$ cat src/rtl/traffic_phase_seq.sv
// Traffic phase sequencer: cycles conflicting signal phases through
// GREEN -> YELLOW -> ALLRED on a 1 s tick. It also supports a night-flash
// mode, a hold mode, priority pre-emption and a writable duration table.
module traffic_phase_seq #(
  parameter int N_PHASE    = 4,
  parameter int CNT_W      = 11,
  parameter int GREEN_DEF  = 8,
  parameter int YELLOW_DEF = 3,
  parameter int CLEAR_DEF  = 1,
  localparam int PW        = (N_PHASE > 1) ? $clog2(N_PHASE) : 1
) (
  input  logic               clk,
  input  logic               rst_n,
  input  logic               tick,
  input  logic [1:0]         mode,
  input  logic               cfg_we,
  input  logic [1:0]         cfg_sel,
  input  logic [PW-1:0]      cfg_phase,
  input  logic [CNT_W-1:0]   cfg_data,
  input  logic               preempt_req,
  input  logic [PW-1:0]      preempt_phase,
  output logic               preempt_ack,
  output logic [N_PHASE-1:0] red,
  output logic [N_PHASE-1:0] yellow,
  output logic [N_PHASE-1:0] green,
  output logic [PW-1:0]      cur_phase,
  output logic [CNT_W-1:0]   remain,
  output logic [1:0]         state
);

  typedef enum logic [1:0] {
    S_FLASH  = 2'd0,
    S_GREEN  = 2'd1,
    S_YELLOW = 2'd2,
    S_ALLRED = 2'd3
  } state_t;

  state_t             st, nxt_st;
  logic [PW-1:0]      nxt_phase, inc_phase, grn_phase, eff_phase, pend_phase, nxt_pend_phase;
  logic [CNT_W-1:0]   nxt_remain, clear_dur;
  logic               flash, nxt_flash, restart, nxt_restart, nxt_ack;
  logic               pend_vld, nxt_pend_vld, req_ok, eff_vld, expire;
  logic [N_PHASE-1:0] onehot, nxt_red, nxt_yellow, nxt_green;
  logic [CNT_W-1:0]   green_tbl  [N_PHASE];
  logic [CNT_W-1:0]   yellow_tbl [N_PHASE];

  // A zero duration would stall the countdown, so a loaded 0 runs as 1.
  function automatic logic [CNT_W-1:0] ld(input logic [CNT_W-1:0] v);
    return (v == '0) ? CNT_W'(1) : v;
  endfunction

  // An incoming request overrides the latched one (last request wins) and
  // takes effect at the edge that samples it.
  assign req_ok    = preempt_req && (int'(preempt_phase) < N_PHASE);
  assign eff_vld   = req_ok || pend_vld;
  assign eff_phase = req_ok ? preempt_phase : pend_phase;
  assign expire    = tick && (remain <= CNT_W'(1));
  assign inc_phase = (cur_phase == PW'(N_PHASE - 1)) ? '0 : cur_phase + PW'(1);
  assign grn_phase = eff_vld ? eff_phase : (restart ? '0 : inc_phase);
  assign onehot    = N_PHASE'(1) << nxt_phase;
  assign state     = st;

  // Duration table: out-of-range phase or select 3 leaves it untouched.
  always_ff @(posedge clk or negedge rst_n) begin
    // NOTE: the table is a handful of flops, not a RAM, so it is reset to the
    // defaults. A real memory macro could not be cleared this way.
    if (!rst_n) begin
      for (int i = 0; i < N_PHASE; i++) begin
        green_tbl[i]  <= CNT_W'(GREEN_DEF);
        yellow_tbl[i] <= CNT_W'(YELLOW_DEF);
      end
      clear_dur <= CNT_W'(CLEAR_DEF);
    end else if (cfg_we && (int'(cfg_phase) < N_PHASE)) begin
      case (cfg_sel)
        2'd0:    green_tbl[cfg_phase]  <= cfg_data;
        2'd1:    yellow_tbl[cfg_phase] <= cfg_data;
        2'd2:    clear_dur             <= cfg_data;
        default: ;
      endcase
    end
  end

  // Next-state, countdown, pre-emption and lamp decode.
  always_comb begin
    // NOTE: every output of this block gets a default first. A path that
    // leaves one unassigned would infer a latch.
    nxt_st         = st;
    nxt_phase      = cur_phase;
    nxt_remain     = remain;
    nxt_flash      = flash;
    nxt_restart    = restart;
    nxt_ack        = 1'b0;
    nxt_pend_vld   = eff_vld;
    nxt_pend_phase = eff_phase;
    case (mode)
      2'b01: begin
        if (st != S_FLASH) begin
          nxt_st     = S_FLASH;
          nxt_remain = '0;
          nxt_flash  = 1'b1;
        end else if (tick) begin
          nxt_flash = ~flash;
        end
      end
      2'b00: begin
        case (st)
          S_FLASH: begin
            nxt_st      = S_ALLRED;
            nxt_phase   = '0;
            nxt_remain  = ld(clear_dur);
            nxt_flash   = 1'b0;
            nxt_restart = 1'b1;
          end
          S_GREEN: begin
            if (eff_vld && (eff_phase == cur_phase)) begin
              nxt_remain   = ld(green_tbl[cur_phase]);
              nxt_ack      = 1'b1;
              nxt_pend_vld = 1'b0;
            end else if (eff_vld || expire) begin
              nxt_st     = S_YELLOW;
              nxt_remain = ld(yellow_tbl[cur_phase]);
            end else if (tick) begin
              nxt_remain = remain - CNT_W'(1);
            end
          end
          S_YELLOW: begin
            if (expire) begin
              nxt_st     = S_ALLRED;
              nxt_remain = ld(clear_dur);
            end else if (tick) begin
              nxt_remain = remain - CNT_W'(1);
            end
          end
          default: begin
            if (expire) begin
              nxt_st      = S_GREEN;
              nxt_phase   = grn_phase;
              nxt_remain  = ld(green_tbl[grn_phase]);
              nxt_restart = 1'b0;
              if (eff_vld) begin
                nxt_ack      = 1'b1;
                nxt_pend_vld = 1'b0;
              end
            end else if (tick) begin
              nxt_remain = remain - CNT_W'(1);
            end
          end
        endcase
      end
      default: ;
    endcase

    nxt_red    = '1;
    nxt_yellow = '0;
    nxt_green  = '0;
    case (nxt_st)
      S_FLASH: begin
        nxt_red    = '0;
        nxt_yellow = {N_PHASE{nxt_flash}};
      end
      S_GREEN: begin
        nxt_green = onehot;
        nxt_red   = ~onehot;
      end
      S_YELLOW: begin
        nxt_yellow = onehot;
        nxt_red    = ~onehot;
      end
      default: ;
    endcase
  end

  // FSM state and registered outputs.
  always_ff @(posedge clk or negedge rst_n) begin
    // NOTE: state uses non-blocking assignments so that every flop samples
    // the values from before the edge.
    if (!rst_n) begin
      st          <= S_ALLRED;
      cur_phase   <= '0;
      remain      <= CNT_W'(CLEAR_DEF);
      flash       <= 1'b0;
      restart     <= 1'b1;
      pend_vld    <= 1'b0;
      pend_phase  <= '0;
      preempt_ack <= 1'b0;
      red         <= '1;
      yellow      <= '0;
      green       <= '0;
    end else begin
      st          <= nxt_st;
      cur_phase   <= nxt_phase;
      remain      <= nxt_remain;
      flash       <= nxt_flash;
      restart     <= nxt_restart;
      pend_vld    <= nxt_pend_vld;
      pend_phase  <= nxt_pend_phase;
      preempt_ack <= nxt_ack;
      red         <= nxt_red;
      yellow      <= nxt_yellow;
      green       <= nxt_green;
    end
  end

endmodule

$ cat config.mk
export PLATFORM = sky130hd
export DESIGN_NAME = traffic_phase_seq
export DESIGN_NICKNAME = d
export VERILOG_FILES = /design/src/rtl/traffic_phase_seq.sv
export SDC_FILE = /design/constraint.sdc
export NUM_CORES = 1
export LEC_CHECK = 0
export ABC_AREA = 1
export BUFFER_PORTS_ARGS = -buffer_cell sky130_fd_sc_hd__clkbuf_2
export CAP_MARGIN = 30
export CORE_MARGIN = 2
export CORE_UTILIZATION = 25
export DETAILED_ROUTE_END_ITERATION = 10
export GPL_ROUTABILITY_DRIVEN = 0
export SYNTH_ARGS = -nofsm -noshare
export SYNTH_HDL_FRONTEND = slang
export SYNTH_SLANG_ARGS = --single-unit
$ cat constraint.sdc
create_clock -name clk -period 2.7 [get_ports clk]
set_input_delay 0.54 -clock clk [delete_from_list [all_inputs] [get_ports clk]]
set_output_delay 0.54 -clock clk [all_outputs]
set_load 0.005 [all_outputs]
## After elaboration in Yosys (flattened, before gate mapping)

Cells that the tools add are included.

- Bits in registers: 132
- Word-level logic and storage cells: 125

- $add $sub $neg: 2
- $lt $le $gt $ge: 5
- Eq/ne operators: 10
- Shifts and indexed selects: 1
- Muxes and demuxes: 57
- Bitwise operators: 6
- Reduce and logical (&&, ||, !) cells: 24

Operator list:

| cell | count |
|---|---|
| 11-bit 2-to-1 mux | 17 |
| 44-bit bitwise mux | 2 |
| 11-bit binary-select mux with 2-bit select | 3 |
| 11-bit logical NOT | 4 |
| 11-bit case mux with 3 select lines | 1 |
| 11-bit demux with 2-bit select | 1 |
| 2-bit 2-to-1 mux | 11 |
| 11-bit case mux with 2 select lines | 1 |
| 4-bit case mux with 2 select lines | 2 |
| 11-bit by 1-bit less-or-equal comparator with 1-bit output, second input constant | 1 |
| 1-bit 2-to-1 mux | 11 |
| 11-bit by 1-bit subtractor with 11-bit output, second input constant | 1 |
| 3-bit greater-or-equal comparator, second input constant | 3 |
| 2-bit NOT with 3-bit output | 3 |
| 2-bit by 1-bit equality test with 1-bit output, second input constant | 4 |
| 2-bit equality test, second input constant | 4 |
| 2-bit logical NOT | 4 |
| 1-bit case mux with 2 select lines | 4 |
| 2-bit case mux with 2 select lines | 2 |
| 2-bit AND reduction | 4 |
| 2-bit case mux with 3 select lines | 1 |
| 2-bit nonzero test | 3 |
| 2-bit OR reduction | 3 |
| 4-bit 2-to-1 mux | 1 |
| 10 further kinds | 14 |

## Depth between registers and ports, before layout

- Word-level depth: 13
- Depth in mapped cells: 17

## Least setup slack after synthesis

No wires, ideal clock.

- Kind: reg-to-reg
- Start: register st[1] (netlist: state[1])
- End: register red[0]
- Library setup time: 61 ps
- Arrival: 2443 ps
- Slack: 196 ps
- Stages on the path, launching flop included: 12
- Buffers on the path: 1
- Clock period less this slack: 2504 ps
- Path through: dfstp_2 -> ha_1 -> clkbuf_1 -> inv_1 -> nand2_1 -> a21oi_1 -> or3_1 -> o21ai_1 -> inv_1 -> ha_1 -> or2_2 -> nand2_1

- Elaborated cells on any way between the ends: 21

RTL lines:

| what | line | source |
|---|---|---|
| from (decl) | 38 | `state_t st, nxt_st;` |
| from (signal assigned) | 190 | `st <= nxt_st;` |
| 2-bit equality test (tied with other cells) | 106 | `case (st)` |
| 2-bit case mux with 3 select lines / 2-bit 2-to-1 mux (equally long branches) | 106, 97 |  |
| 2-bit case mux with 2 select lines (*) | 95 | `case (mode)` |
| via nxt_st[0] | 38 |  |
| 2-bit by 1-bit equality test with 1-bit output / 2-bit equality test (equally long branches) | 156 | `case (nxt_st)` |
| 2-bit OR reduction (no source line) | n/a |  |
| 4-bit case mux with 2 select lines (*) | 156 |  |
| via nxt_red[0] | 43 | `logic [N_PHASE-1:0] onehot, nxt_red, nxt_yellow, nxt_green;` |
| to (signal assigned) | 198 | `red <= nxt_red;` |
| to (decl) | 23 | `output logic [N_PHASE-1:0] red,` |

The timed path passes the listed nets; every way through them passes the cells marked *.
A chain may end at the register's enable or synchronous reset.

## Final worst setup path

- Start: register remain[0]
- End: register red[1]

- Cells in the longest elaborated chain, start to end: 10
- Elaborated cells on any way between the ends: 19

RTL lines:

| what | line | source |
|---|---|---|
| from (decl) | 27 | `output logic [CNT_W-1:0] remain,` |
| from (signal assigned) | 180 | `remain <= CNT_W'(CLEAR_DEF);` |
| from (signal assigned) | 192 | `remain <= nxt_remain;` |
| 11-bit by 1-bit less-or-equal comparator with 1-bit output (*) | 57 | `assign expire = tick && (remain <= CNT_W'(1));` |
| 1-bit logical AND (*) | 57 |  |
| 1-bit logical OR | 119 | `end else if (eff_vld \|\| expire) begin` |
| 2-bit 2-to-1 mux | 119 |  |
| 2-bit 2-to-1 mux | 115 | `if (eff_vld && (eff_phase == cur_phase)) begin` |
| 2-bit case mux with 3 select lines (*) | 106 |  |
| 2-bit case mux with 2 select lines (*) | 95 |  |
| via nxt_st[0] | 38 |  |
| 2-bit by 1-bit equality test with 1-bit output / 2-bit equality test (equally long branches) | 156 |  |
| 2-bit OR reduction (no source line) | n/a |  |
| 4-bit case mux with 2 select lines (*) | 156 |  |
| via nxt_red[1] | 43 |  |

Marks and branches as above.

==> flow_metrics.py <==
metrics = {
    "grt": {
        "busiest_layer": "met2",
        "overflow": 0,
        "grt_pass1_vias": 6602,
        "gr-usage-met1_pct": 22.0,
        "grt_util_met3_pct": 2.84,
        "grt.met2_usage_pct": 22.5,
        "grt_pass1_wl_um": 36500,
        "antenna_found_initial": 0,
        "grt_max_degree": 48,
        "grt_use_total_pct": 15.0,
    },
    "drt": {
        "via_per_inst": 4.79,
        "routed_wirelength_um": 22600,
        "drtIter0Drc": 635,
        "routedWlPerCell_um": 15.4,
        "drt_pass1_iterations": 5,
        "post-route-drc-count": 0,
        "ant_nets": 0,
        "dr_total_vias": 7030,
    },
    "hold_path": {
        "hold_path.class": "in2async",
    },
    "synth": {
        "synth_top_family_by_area": "simple AND/OR/NAND/NOR gates",
        "syn_nets": 1050,
        "yosys.area_share.simple_pct": 31.0,
        "synthXorXnorAreaFrac_pct": 0.834,
        "synth-edff-count": 0,
        "synth.distinct_cells": 41,
        "synth_top_flop_cell": "dfrtp_1",
        "async_flop_share_pct": 100,
        "synthAdderAreaFrac_pct": 1.70,
        "synthMuxAreaShare_pct": 0,
        "synth-compound-area-share_pct": 14.5,
        "ys_ff_latch": 132,
        "synth_area_mm2": 0.00735,
        "synth_sequential_area_ratio_pct": 45.3,
        "syn_avg_cell_area_um2": 7.23,
        "yosys_warnings": 0,
        "synthCells": 1016,
    },
    "setup_path": {
        "r2r_slack_ps": 200,
        "worst_setup_path_start_kind": "flop",
        "cp.arrival_ps": 2860,
        "setup.worst_path.start": "remain[0]",
        "reg2regPathDepth": 12,
        "cp-end-kind": "flop",
        "crit_end": "red[1]",
        "slowest_delay_ps": 570,
        "crit_path_cell_trace": "ha_1 > inv_1 > o21ai_1 > nand2_2 > o21ai_0 > a21oi_1 > or3_1 > o21ai_1 > inv_1 > ha_1 > or2_2 > nand2_1",
        "r2r_end": "red[1]",
        "reg2reg_from": "remain[0]",
        "cp.required_ps": 3070,
        "worstSetupPathType": "reg2reg",
        "cp_max_fo": 5,
        "slowest_stage": "dfstp_2",
    },
    "clocking": {
        "cts.sink_count": 132,
        "tritoncts": "built",
        "cts_buffers": 17,
        "cts-resized-gates": 0,
        "clk_path_buf_depth": 2,
        "clock_latency_ps": 430,
        "root_buffer": "clkbuf_16",
        "holdBufCountCts": 0,
        "htree_num_levels": 4,
        "path_clk_slew_ps": 60,
        "cts_setup_buffers": 0,
    },
    "status": {
        "status": "finished clean",
    },
    "sta": {
        "rsz0062_at_grt": "false",
        "holdWs_ps": 41.3,
        "finalCriticalPeriod_ps": 2500,
        "slew_headroom_pct": 55.2,
        "finalSetupViolCount": 0,
        "setup_tns_ps": 0,
        "skew_ps": 5.71,
        "worst_slew_pin_slew_ps": 670,
        "finalCritPeriodShare_pct": 92.4,
        "postLayoutSetupSlackWorst_ps": 205,
        "hold_viol": 0,
        "max_freq_ghz": 0.401,
        "final_max_slew_viol_count": 0,
    },
    "placed_design": {
        "dp_hpwl_um": 15800,
        "pre_cts_ws_ps": 85.6,
        "placed_cells": 1435,
        "io_buffers": 51,
    },
    "power": {
        "power.share.switching_pct": 43.7,
        "seqPwrFrac_pct": 31.6,
        "p_per_area_mw_per_mm2": 1070,
        "power.leakage_nw": 4.20,
        "vdd_drop_max_v": 0.000523,
        "clockPowerShare_pct": 23.9,
        "finalPower_mw": 9.25,
        "p_int_mw": 5.21,
        "combPwrFrac_pct": 44.5,
        "switching_power_mw": 4.04,
    },
    "cells_and_area": {
        "drive_gt1_share_pct": 15.2,
        "final_common_cell": "nand2_1",
        "nets": 1104,
        "layout.cells.non_filler": 1467,
        "layout_common_cells": "nand2_1, o21ai_0, dfrtp_1",
        "nFillCells": 3137,
        "antenna_cells": 0,
        "area_growth_pct": 18.0,
    },
    "floorplanning": {
        "coreArea_mm2": 0.0289,
        "die_w_um": 175,
        "dieArea_mm2": 0.0308,
        "fp-row-count": 62,
        "initial_utilization_pct": 25.5,
        "ios": 52,
        "chipHeight_um": 175,
    },
    "run": {
        "cap_violations": 0,
    },
}
## Yosys cell counts, types with 2 or more instances
cell / instances / area (um^2)
nand3b_1: 3 / 22.5
buf_2: 9 / 45.0
o2111ai_1: 2 / 17.5
o21ai_0: 131 / 656
buf_6: 4 / 45.0
inv_1: 57 / 214
buf_4: 4 / 30.0
nor3_1: 7 / 35.0
clkbuf_1: 31 / 116
a21oi_1: 33 / 165
nand3_1: 95 / 475
xor2_1: 6 / 52.6
nand4_1: 4 / 25.0
inv_2: 10 / 37.5
ha_1: 10 / 125
nor2_1: 37 / 139
o21ai_1: 15 / 75.1
nor2_2: 4 / 25.0
o211ai_1: 9 / 67.6
nand2_1: 384 / 1440
o21ai_2: 2 / 17.5
dfrtp_1: 111 / 2780
nand2_2: 8 / 50.1
or2_2: 2 / 12.5
dfstp_2: 21 / 552
a31oi_1: 2 / 12.5
## power by group through the flow
| stage | registers, mW | clock network, mW | logic, mW |
|---|---|---|---|
| 2_1_floorplan | 2.85 | 0 | 2.81 |
| 3_3_place_gp | 2.94 | 0 | 4.03 |
| 3_5_place_dp | 2.95 | 0 | 4.06 |
| 4_1_cts | 2.92 | 2.25 | 4.08 |
| 5_1_grt | 2.99 | 2.34 | 4.64 |
| 6_report | 2.92 | 2.21 | 4.12 |
## kinds of logic after synthesis
logic type | count (synthesis)
xor+xnor | 7
flops | 132
compound gates | 201
fa+ha+maj | 10
buf+inv | 116
simple gates | 550
## through the flow
step	cell area [um^2]	utilization, %
5_1_grt	8670	30.1
3_5_place_dp	8110	28.1
2_1_floorplan	7350	-
6_report	8670	30.1
3_3_place_gp	8110	28.1
4_1_cts	8670	30.1
## area by class of cell
cell class | count | area [um^2] | share of cell area, %
timing repair buffer | 84 | 522 | 6.01
inverter | 67 | 251 | 2.90
clock buffer | 21 | 470 | 5.42
multi-input combinational | 768 | 3530 | 40.7
tap | 384 | 480 | 5.54
sequential | 132 | 3330 | 38.4
clock inverter | 11 | 92.6 | 1.07
## flip-flops by register name, summed over array words and instances (netlist names)
register	flops
red	4
preempt_ack	1
yellow_tbl	44
state	2
flash	1
pend_vld	1
remain	11
green_tbl	44
pend_phase	2
green	4
restart	1
cur_phase	2
yellow	4
clear_dur	11
## metal layers
layer,vias to the layer above,wire length [um]
met5,-,0
met1,3324,10800
met4,0,384
met2,251,9950
met3,30,1450
li1,3425,-
## worst min-delay path by stage
stage / start / to / slack [ps] / cells after the start
after floorplan: rst_n / clear_dur[10] / 240 / 0
after global placement: yellow_tbl[20] / yellow_tbl[20] / 470 / 2
after detailed placement: yellow_tbl[16] / yellow_tbl[16] / 470 / 2
after CTS: rst_n / clear_dur[8] / 40 / 1
after global routing: rst_n / clear_dur[8] / 70 / 1
final: rst_n / clear_dur[8] / 40 / 1
## critical path, delay by kind of cell, from the launching register on
family	cells	cell delay, ps
adder cells (fa/ha/maj)	2	470
AND/OR/NAND/NOR	4	860
flip-flops	1	570
buffers and inverters	2	120
AO/OA/AOI/OAI	4	420
Power figures use the tool's default switching activity.
